### config.mk
export PLATFORM = sky130hd
export DESIGN_NAME = stepper_ramp_gen
export DESIGN_NICKNAME = d
export VERILOG_FILES = /design/src/rtl/stepper_pkg.sv /design/src/rtl/stepper_step_timer.sv /design/src/rtl/stepper_ramp_gen.sv
export SDC_FILE = /design/constraint.sdc
export NUM_CORES = 1
export LEC_CHECK = 0
export ABC_CLOCK_PERIOD_IN_PS = 2100
export CAP_MARGIN = 30
export CORE_AREA = 4 4 97 76
export DETAILED_ROUTE_END_ITERATION = 12
export DIE_AREA = 0 0 101 80
export GPL_TIMING_DRIVEN = 1
export PLACE_DENSITY = 0.78
export SYNTH_ARGS = -nofsm -noshare
export SYNTH_HDL_FRONTEND = slang
export SYNTH_SLANG_ARGS = --single-unit
### constraint.sdc
create_clock -name in_clk -period 2.1 [get_ports in_clk]
set_input_delay 0.21 -clock in_clk [delete_from_list [all_inputs] [get_ports in_clk]]
set_output_delay 0.21 -clock in_clk [all_outputs]
set_load 0.005 [all_outputs]
### src/rtl/stepper_pkg.sv
// Shared types and helpers for the stepper move-command path.
// Used by stepper_ramp_gen and stepper_step_timer.
package stepper_pkg;

  // Default widths of period values and step counts.
  localparam int DEF_CYC_W  = 10;
  localparam int DEF_STEP_W = 16;

  // Move sequencer states.
  typedef enum logic [2:0] {
    ST_IDLE,
    ST_ACCEL,
    ST_CRUISE,
    ST_DECEL,
    ST_DONE
  } ramp_state_t;

  // Limit a requested period to the legal [lo, hi] window.
  function automatic int unsigned clamp_cyc(input int unsigned cyc,
                                            input int unsigned lo,
                                            input int unsigned hi);
    if (cyc < lo) return lo;
    if (cyc > hi) return hi;
    return cyc;
  endfunction

endpackage

### src/rtl/stepper_step_timer.sv
// Per-step period counter. Counts clocks while enabled and strobes on the
// last clock of each step, then restarts from zero. Held at zero when
// disabled, so every move starts with a fresh count.
module stepper_step_timer
  import stepper_pkg::*;
#(
  parameter int CYC_W = DEF_CYC_W
) (
  input  logic             clk,
  input  logic             rst,
  input  logic             en,
  input  logic [CYC_W-1:0] period,
  output logic             step_done
);

  logic [CYC_W-1:0] count;

  // The strobe marks the edge on which the current step completes.
  assign step_done = en && (count == period - CYC_W'(1));

  // Period counter: clear when idle or at step completion, else count up.
  always_ff @(posedge clk) begin
    // NOTE: sequential state uses non-blocking assignments so every
    // register samples pre-edge values regardless of statement order.
    if (rst) begin
      count <= '0;
    end else if (!en || step_done) begin
      count <= '0;
    end else begin
      count <= count + CYC_W'(1);
    end
  end

endmodule

### src/rtl/stepper_ramp_gen.sv
// Move-command front end for the stepper path: accepts a move over a
// valid/ready handshake, shapes the per-step period into an
// accel/cruise/decel trapezoid and drives stepper_motor's dir/en/cycles.
// Build option: define STEPPER_RAMP_EN for the trapezoid; without it every
// step of a move runs at the clamped target period.
module stepper_ramp_gen
  import stepper_pkg::*;
#(
  parameter int          CYC_W    = DEF_CYC_W,
  parameter int          STEP_W   = DEF_STEP_W,
  parameter int unsigned MIN_CYC  = 100,
  parameter int unsigned MAX_CYC  = 1000,
  parameter int unsigned ACC_STEP = 8
) (
  input  logic              in_clk,
  input  logic              in_rst,
  input  logic              in_cmd_valid,
  output logic              out_cmd_ready,
  input  logic              in_cmd_dir,
  input  logic [STEP_W-1:0] in_cmd_steps,
  input  logic [CYC_W-1:0]  in_cmd_cycles,
  input  logic              in_stop,
  output logic              out_dir,
  output logic              out_en,
  output logic [CYC_W-1:0]  out_cycles,
  output logic              out_step,
  output logic              out_busy,
  output logic              out_done
);

  // Reject parameter sets that would make the period arithmetic meaningless.
  if (MIN_CYC < 1 || MAX_CYC <= MIN_CYC || ACC_STEP < 1 ||
      MAX_CYC > (32'd1 << CYC_W) - 32'd1) begin : g_param_check
    $error("stepper_ramp_gen: inconsistent MIN_CYC/MAX_CYC/ACC_STEP/CYC_W");
  end

  localparam logic [CYC_W-1:0] MAX_P = CYC_W'(MAX_CYC);

  ramp_state_t       state, state_n;
  logic              dir_n, en_n, busy_n, step_n, done_n;
  logic [CYC_W-1:0]  cycles_n;
  logic [STEP_W-1:0] remaining, remaining_n, rem_dec;
  logic [CYC_W-1:0]  cmd_target;
  logic              step_done;

  assign cmd_target    = CYC_W'(clamp_cyc(32'(in_cmd_cycles), MIN_CYC, MAX_CYC));
  assign rem_dec       = remaining - STEP_W'(1);
  assign out_cmd_ready = (state == ST_IDLE) && !in_rst;

`ifdef STEPPER_RAMP_EN
  localparam logic [CYC_W:0]   MAX_X = (CYC_W+1)'(MAX_CYC);
  localparam logic [CYC_W:0]   ACC_X = (CYC_W+1)'(ACC_STEP);
  localparam logic [CYC_W-1:0] ACC_P = CYC_W'(ACC_STEP);

  logic [STEP_W-1:0] acc, acc_n;
  logic [CYC_W-1:0]  target, target_n;
  logic [CYC_W:0]    up_sum;
  logic [CYC_W-1:0]  up_p, down_p;

  // Ramp arithmetic runs one bit wider than the period so it cannot wrap.
  assign up_sum = {1'b0, out_cycles} + ACC_X;
  assign up_p   = (up_sum > MAX_X) ? MAX_P : up_sum[CYC_W-1:0];
  assign down_p = ({1'b0, out_cycles} >= ({1'b0, target} + ACC_X))
                  ? (out_cycles - ACC_P) : target;
`endif

  stepper_step_timer #(
    .CYC_W (CYC_W)
  ) u_timer (
    .clk       (in_clk),
    .rst       (in_rst),
    .en        (out_en),
    .period    (out_cycles),
    .step_done (step_done)
  );

  // Next-state and next-output logic for the move sequencer.
  always_comb begin
    // NOTE: every signal written here gets a default first, so no path
    // leaves one unassigned and no latch is inferred.
    state_n     = state;
    dir_n       = out_dir;
    en_n        = out_en;
    busy_n      = out_busy;
    cycles_n    = out_cycles;
    step_n      = 1'b0;
    done_n      = 1'b0;
    remaining_n = remaining;
`ifdef STEPPER_RAMP_EN
    acc_n       = acc;
    target_n    = target;
`endif

    unique case (state)
      ST_IDLE: begin
        if (in_cmd_valid) begin
          dir_n       = in_cmd_dir;
          remaining_n = in_cmd_steps;
`ifdef STEPPER_RAMP_EN
          target_n    = cmd_target;
          acc_n       = '0;
          cycles_n    = MAX_P;
`else
          cycles_n    = cmd_target;
`endif
          if (in_cmd_steps == '0) begin
            // Nothing to move: report completion without enabling the motor.
            state_n  = ST_DONE;
            done_n   = 1'b1;
            en_n     = 1'b0;
            busy_n   = 1'b0;
            cycles_n = MAX_P;
          end else begin
            en_n   = 1'b1;
            busy_n = 1'b1;
`ifdef STEPPER_RAMP_EN
            // A target at the start/stop period needs no ramp at all.
            state_n = (cmd_target == MAX_P) ? ST_CRUISE : ST_ACCEL;
`else
            state_n = ST_CRUISE;
`endif
          end
        end
      end

      ST_ACCEL, ST_CRUISE, ST_DECEL: begin
        if (in_stop) begin
          state_n  = ST_IDLE;
          en_n     = 1'b0;
          busy_n   = 1'b0;
          cycles_n = MAX_P;
        end else if (step_done) begin
          step_n      = 1'b1;
          remaining_n = rem_dec;
          if (rem_dec == '0) begin
            state_n  = ST_DONE;
            done_n   = 1'b1;
            en_n     = 1'b0;
            busy_n   = 1'b0;
            cycles_n = MAX_P;
          end
`ifdef STEPPER_RAMP_EN
          // Decelerate once the steps left only cover the ramp back down.
          else if (state == ST_DECEL || rem_dec <= acc) begin
            state_n  = ST_DECEL;
            cycles_n = up_p;
          end else if (state == ST_ACCEL) begin
            cycles_n = down_p;
            acc_n    = (acc == '1) ? acc : acc + STEP_W'(1);
            if (down_p == target) state_n = ST_CRUISE;
          end
`endif
        end
      end

      ST_DONE: begin
        state_n = ST_IDLE;
      end

      default: begin
        state_n = ST_IDLE;
      end
    endcase
  end

  // Register state and all outputs; synchronous reset has top priority.
  always_ff @(posedge in_clk) begin
    if (in_rst) begin
      state      <= ST_IDLE;
      out_dir    <= 1'b0;
      out_en     <= 1'b0;
      out_busy   <= 1'b0;
      out_cycles <= MAX_P;
      out_step   <= 1'b0;
      out_done   <= 1'b0;
      remaining  <= '0;
`ifdef STEPPER_RAMP_EN
      acc        <= '0;
      target     <= MAX_P;
`endif
    end else begin
      state      <= state_n;
      out_dir    <= dir_n;
      out_en     <= en_n;
      out_busy   <= busy_n;
      out_cycles <= cycles_n;
      out_step   <= step_n;
      out_done   <= done_n;
      remaining  <= remaining_n;
`ifdef STEPPER_RAMP_EN
      acc        <= acc_n;
      target     <= target_n;
`endif
    end
  end

endmodule

Word-level counts from Yosys, hierarchy flattened
Cells that the tools add are included.
{"block": "totals", "elab_cells": 75, "register_bits": 43, "output_inout_bits": 16}
{"block": "classes", "addsub": 3, "n_lt_le_gt_ge": 2, "n_bitwise": 1, "muxes": 36, "n_reduce_logical": 16, "n_eq_ne": 9}
{"cell": "10-bit 2-to-1 mux", "count": 8}
{"cell": "16-bit 2-to-1 mux", "count": 3}
{"cell": "16-bit logical NOT", "count": 2}
{"cell": "16-bit case mux with 2 select lines", "count": 1}
{"cell": "10-bit case mux with 2 select lines", "count": 1}
{"cell": "16-bit by 1-bit subtractor with 16-bit output (second input constant)", "count": 1}
{"cell": "3-bit 2-to-1 mux", "count": 5}
{"cell": "1-bit 2-to-1 mux", "count": 14}
{"cell": "10-bit by 1-bit adder with 10-bit output (second input constant)", "count": 1}
{"cell": "10-bit equality test", "count": 1}
{"cell": "10-bit > comparator (second input constant)", "count": 1}
{"cell": "10-bit by 7-bit < comparator with 1-bit output (second input constant)", "count": 1}
{"cell": "10-bit by 1-bit subtractor with 10-bit output (second input constant)", "count": 1}
{"cell": "4-bit AND reduction", "count": 2}
{"cell": "7-bit 2-to-1 mux", "count": 1}
{"cell": "3-bit by 2-bit equality test with 1-bit output (second input constant)", "count": 2}
{"cell": "3-bit case mux with 2 select lines", "count": 1}
{"cell": "3-bit OR reduction", "count": 2}
{"cell": "2-bit inequality test (second input constant)", "count": 2}
{"cell": "1-bit case mux with 2 select lines", "count": 2}
{"cell": "3-bit by 1-bit equality test with 1-bit output (second input constant)", "count": 1}
{"cell": "3-bit logical NOT", "count": 1}
{"cell": "3-bit by 2-bit inequality test with 1-bit output (second input constant)", "count": 1}
{"cell": "3-bit inequality test (second input constant)", "count": 1}
{"cell": "other kinds (9)", "count": 11}

Depth between registers and ports, before layout
{"block": "depth", "depth_word": 8, "ltp_mapped": 11, "depth_no_buf": 9}

Cells and area by module
A second synthesis with hierarchy kept.
{"block": "hier_totals", "hier_cells": 364, "area_unflattened_um2": 2717.6}
{"module": "stepper_ramp_gen", "instances": 1, "seq_area_each_um2": 640.6, "cells_each": 272, "area_per_inst_um2": 1976.9}
{"module": "stepper_step_timer", "instances": 1, "seq_area_each_um2": 200.2, "cells_each": 92, "area_per_inst_um2": 740.7}

Worst setup path after synthesis
No wires, ideal clock.
{"block": "synth_timing", "path_kind": "register -> register", "startpoint": "reg out_cycles[0]", "endpoint": "reg remaining[2]", "setup_time_ns": 0.087, "path_slack_ns": -0.202, "path_stages_with_launch": 11, "synth_period_minus_slack_ns": 2.302, "t_arrival_ns": 2.215, "path_buffers": 1, "cell_sequence": "dfxtp_1 > inv_1 > ha_1 > nor2b_1 > and3b_1 > o32ai_1 > mux2i_1 > and4_4 > buf_6 > a2111o_1 > o31ai_1"}
{"block": "synth_between", "elab_chain_cells": 5}
{"item": "start, declared", "line_no": "stepper_ramp_gen.sv:25", "rtl": "output logic [CYC_W-1:0] out_cycles,"}
{"item": "start signal, assigned", "line_no": "stepper_ramp_gen.sv:186", "rtl": "out_cycles <= cycles_n;"}
{"item": "10-bit by 1-bit subtractor with 10-bit output", "line_no": "stepper_step_timer.sv:19", "rtl": "assign step_done = en && (count == period - CYC_W'(1));"}
{"item": "10-bit equality test", "line_no": "stepper_step_timer.sv:19"}
{"item": "1-bit logical AND", "line_no": "stepper_step_timer.sv:19"}
{"item": "2-bit by 1-bit inequality test with 1-bit output (no source line)"}
{"item": "4-bit AND reduction (no source line)"}
{"item": "end signal, assigned", "line_no": "stepper_ramp_gen.sv:189", "rtl": "remaining <= remaining_n;"}
{"item": "end, declared", "line_no": "stepper_ramp_gen.sv:42", "rtl": "logic [STEP_W-1:0] remaining, remaining_n, rem_dec;"}
Every way passes these cells.
A chain may end at the register's enable or synchronous reset.

Worst setup path in the final report
{"block": "layout_timing", "startpoint": "reg out_cycles[5]", "endpoint": "reg remaining[7]"}
The elaborated chain is that of the path after synthesis.

==> results by group <==
Routing
  – Residual DRC count: 0
  – Drt total wl: 9.93 mm
  – Vias/cell: slightly above 6
  – DRT Pass-1 Iters: 5
  – Vias post-DR: around 3300
  – DRT iter0 DRCs: 282
  – DR WL/cell: about 19 microns
  – Antenna Violating Nets Remaining: 0

Floorplanning
  – # IOs: 47
  – Core Box Area: between 6000 and 7000 sq um
  – Initial Util: roughly 45%
  – Die Height: ~80 microns
  – DIE WIDTH: just over 100 microns
  – Row count: 25
  – Die ar.: 8080 sq um

Synth
  – Post-Syn Instances: 353
  – Mapped Area: roughly 2800 sq um
  – Number of synthesized flops with an enable pin: 0
  – Synth top area cells: dfxtp_1 30%, xor2_1 4.0%, nor3_1 3.9%, xnor2_1 3.7%, nor2_1 3.3%
  – Mapped Avg Cell Area: between 8 and 9 sq um
  – Syn_nets: 388
  – Main synth FF type: dfxtp_1
  – Register area share after synthesis: slightly below 30%
  – Synth top area share: between 20% and 30%
  – Cell accounting for the most synthesized area: dfxtp_1
  – Synth warn: 0
  – #FFs+latches synth: between 40 and 50
  – Synth cell types: 65
  – Async SR Flop Fraction: 0%
  – Top-count cell post-synth: dfxtp_1
  – Most common library cells after synthesis: 42 x dfxtp_1, 25 x nor2_1, 22 x nor3_1

Setup path
  – CP endpoint kind: register
  – CP max stage delay: 340 ps
  – Worst setup SP type: register
  – Crit-path cells: nor3_2 > nand4b_1 > xnor2_2 > nor4_4 > buf_4 > nand4_1 > a221oi_2 > a311o_1
  – Worst r2r src: out_cycles[5]
  – Largest fanout on the critical path: 4
  – Crit path DAT: 2560 ps
  – Worst R2R End: remaining[7]
  – CP required: between 2000 and 2500 ps
  – FF-to-FF path depth: 8
  – Crit-path slowest cell: a221oi_2
  – CP Class: reg2reg
  – R2r setup slk: -210 ps

STA
  – # setup viols final: 27
  – Final Max Slew Viols: 0
  – RSZ-0062 raised after global routing: yes
  – Final Skew: roughly 10 ps
  – Hold_ws: 468 ps
  – Tightest Pin Transition: 1020 ps
  – Max-slew headroom: a little under a third
  – Peak Freq: between 400 and 500 MHz
  – Endpoints failing hold: 0
  – Final critical-path share of the clock period: 110%
  – Crit path time final: 2310 ps
  – Fin worst setup slack: -211 ps

Run status
  – Failing checks: setup timing
  – Status: finished, violations left

GRT
  – Largest net degree at the start of global routing: 38
  – Grt total ovfl: 0
  – GRT Util Overall: a little under a quarter
  – First-pass GRT wire length: ~15 mm
  – Vias in the first global route: approximately 3100
  – Antenna violations before repair: 0

Flow run
  – Maxcap violations: 0

Cells and area
  – Sequential Area: around 860 sq um
  – Nets: between 400 and 500
  – Fin area: approximately 4200 sq um
  – Synth-to-Final Area Change: 47.1%
  – Antenna diodes: 0
  – Area taken by multi-input logic gates: 2000 sq um
  – Fraction of final layout cells sized beyond drive strength 1: between 20 and 30%
  – Fillers: roughly 490
  – Post-layout util: 66.5%

Place
  – Placed cell areas: around 3800 sq um
  – Post-DP HPWL: around 6.9 mm
  – Final GP Congestion: between 0.9 and 1
  – # port buffers: between 40 and 50
  – Place WS: -244 ps

Power
  – Lkg Pwr: approximately 1.6 nW
  – Final Power: about 2.4 mW
  – VDD IR max: around 270 uV
  – PwrDens: slightly below 600 nW/um^2

Clock network
  – CTS H-Tree Depth: 2
  – Root Driver: clkbuf_8
  – Worst-path clk slew: roughly 90 ps
  – CTS tree: done
  – Cts bufs inserted: 5
  – CTS Sinks: 42
  – Clock latency on the worst-skew pair: about 310 ps
  – CTS Buffer Depth: 2

Hold path
  – Hold Path Class: reg2reg
  – Hold path startpoint: out_dir
  – Cells on Worst Hold Path: 2
  – Hold EP: out_dir
state kept, by name, indices dropped and copies added (netlist names):
name and cells:
remaining 16, out_cycles 10, u_timer.count 10, state 2
out_busy 1, out_dir 1, out_done 1, out_step 1
how the worst max path moves through the flow:
| stage | from | end | slack, ps | depth (start not counted) |
|---|---|---|---|---|
| after floorplan | out_cycles[1] | remaining[15] | -50 | 10 |
| after global placement | out_cycles[5] | remaining[3] | -180 | 7 |
| after detailed placement | out_cycles[6] | remaining[3] | -240 | 7 |
| after CTS | out_cycles[0] | remaining[2] | -110 | 10 |
| after global routing | out_cycles[0] | remaining[7] | -300 | 10 |
| final | out_cycles[5] | remaining[7] | -210 | 8 |
metal layers:
metal	vias up	routed length, microns	global-route usage [%]
met5	-	0	0
met4	0	238	8.37
met3	33	726	4.02
met2	168	4440	36.1
met1	1559	4520	33.5
li1	1541	-	-
power by group:
group	internal, mW	switching, mW
sequential	0.855	0.0728
combinational	0.467	0.463
clock	0.266	0.300
cells in the final DEF, fill, tap and decap left out, types with 3 or more instances in the layout:
| cell | Yosys | final |
|---|---|---|
| buf_4 | 3 | 64 |
| clkdlybuf4s50_1 | 0 | 46 |
| dfxtp_1 | 42 | 35 |
| nor2_1 | 25 | 24 |
| nand2_1 | 21 | 21 |
| nor3_1 | 22 | 20 |
| a21oi_1 | 18 | 16 |
| nand3_1 | 15 | 15 |
| xor2_1 | 13 | 13 |
| inv_1 | 13 | 11 |
| nand4b_1 | 10 | 10 |
| xnor2_1 | 12 | 10 |
| nor4_1 | 9 | 9 |
| o21ai_0 | 9 | 9 |
| nand4_1 | 7 | 7 |
| nor4b_1 | 7 | 7 |
| buf_6 | 1 | 7 |
| nand3b_1 | 6 | 6 |
| or3_1 | 6 | 6 |
| clkbuf_8 | 0 | 6 |
| nand2b_1 | 5 | 5 |
| o21a_1 | 5 | 5 |
| o311ai_1 | 0 | 5 |
| nor3b_1 | 6 | 4 |
| o211ai_1 | 4 | 4 |
| a22oi_1 | 4 | 4 |
| o21ai_1 | 4 | 4 |
| dfxtp_4 | 0 | 4 |
| o31ai_1 | 4 | 3 |
| a211oi_1 | 4 | 3 |
| o22a_1 | 3 | 3 |
| a221oi_2 | 0 | 3 |
| o311ai_0 | 9 | 3 |
| ha_1 | 4 | 3 |
| dfxtp_2 | 0 | 3 |
| buf_12 | 0 | 3 |
layout make-up:
cell class | count | share of cell area, %
clock buffer | 7 | 2.06
sequential | 42 | 20.6
tap | 81 | 2.42
multi-input combinational | 271 | 47.8
inverter | 13 | 1.23
clock inverter | 1 | 0.120
timing repair buffer | 120 | 25.8
worst max-delay path, delay by kind of cell, from the launching register on:
family	cells	cell delay, ps
AOI/OAI and AO/OA	2	490
xor gates and xnor gates	1	220
buffers and inverters	1	180
DFF	1	330
and+or+nand+nor	4	1040
what timing repair did:
item,CTS,global route
cloned,0,0
hold buffers,0,0
pin swaps,26,5
setup buffers,5,4
gates resized for setup,29,15
setup endpoints to repair,25,41
stage by stage:
stage | cells | setup TNS (ps)
floorplan | 353 | -94.4
global placement | 518 | -1980
detailed placement | 518 | -2920
CTS | 531 | -1450
global route | 535 | -6940
finish | 535 | -3390
cell families (layout without fill, tap and decap cells):
| kind of cell | count (synthesis) | count (layout) | synth area share [%] |
|---|---|---|---|
| multiplexers | 1 | 1 | 0.352 |
| flip-flops | 42 | 42 | 29.6 |
| XOR/XNOR | 25 | 25 | 7.70 |
| AND/OR/NAND/NOR | 154 | 154 | 32.2 |
| buffers and inverters | 40 | 141 | 6.25 |
| adder cells (fa/ha/maj) | 4 | 4 | 1.76 |
| AO/OA/AOI/OAI | 87 | 87 | 22.1 |
Note: power is estimated with default switching activity, not from simulation.
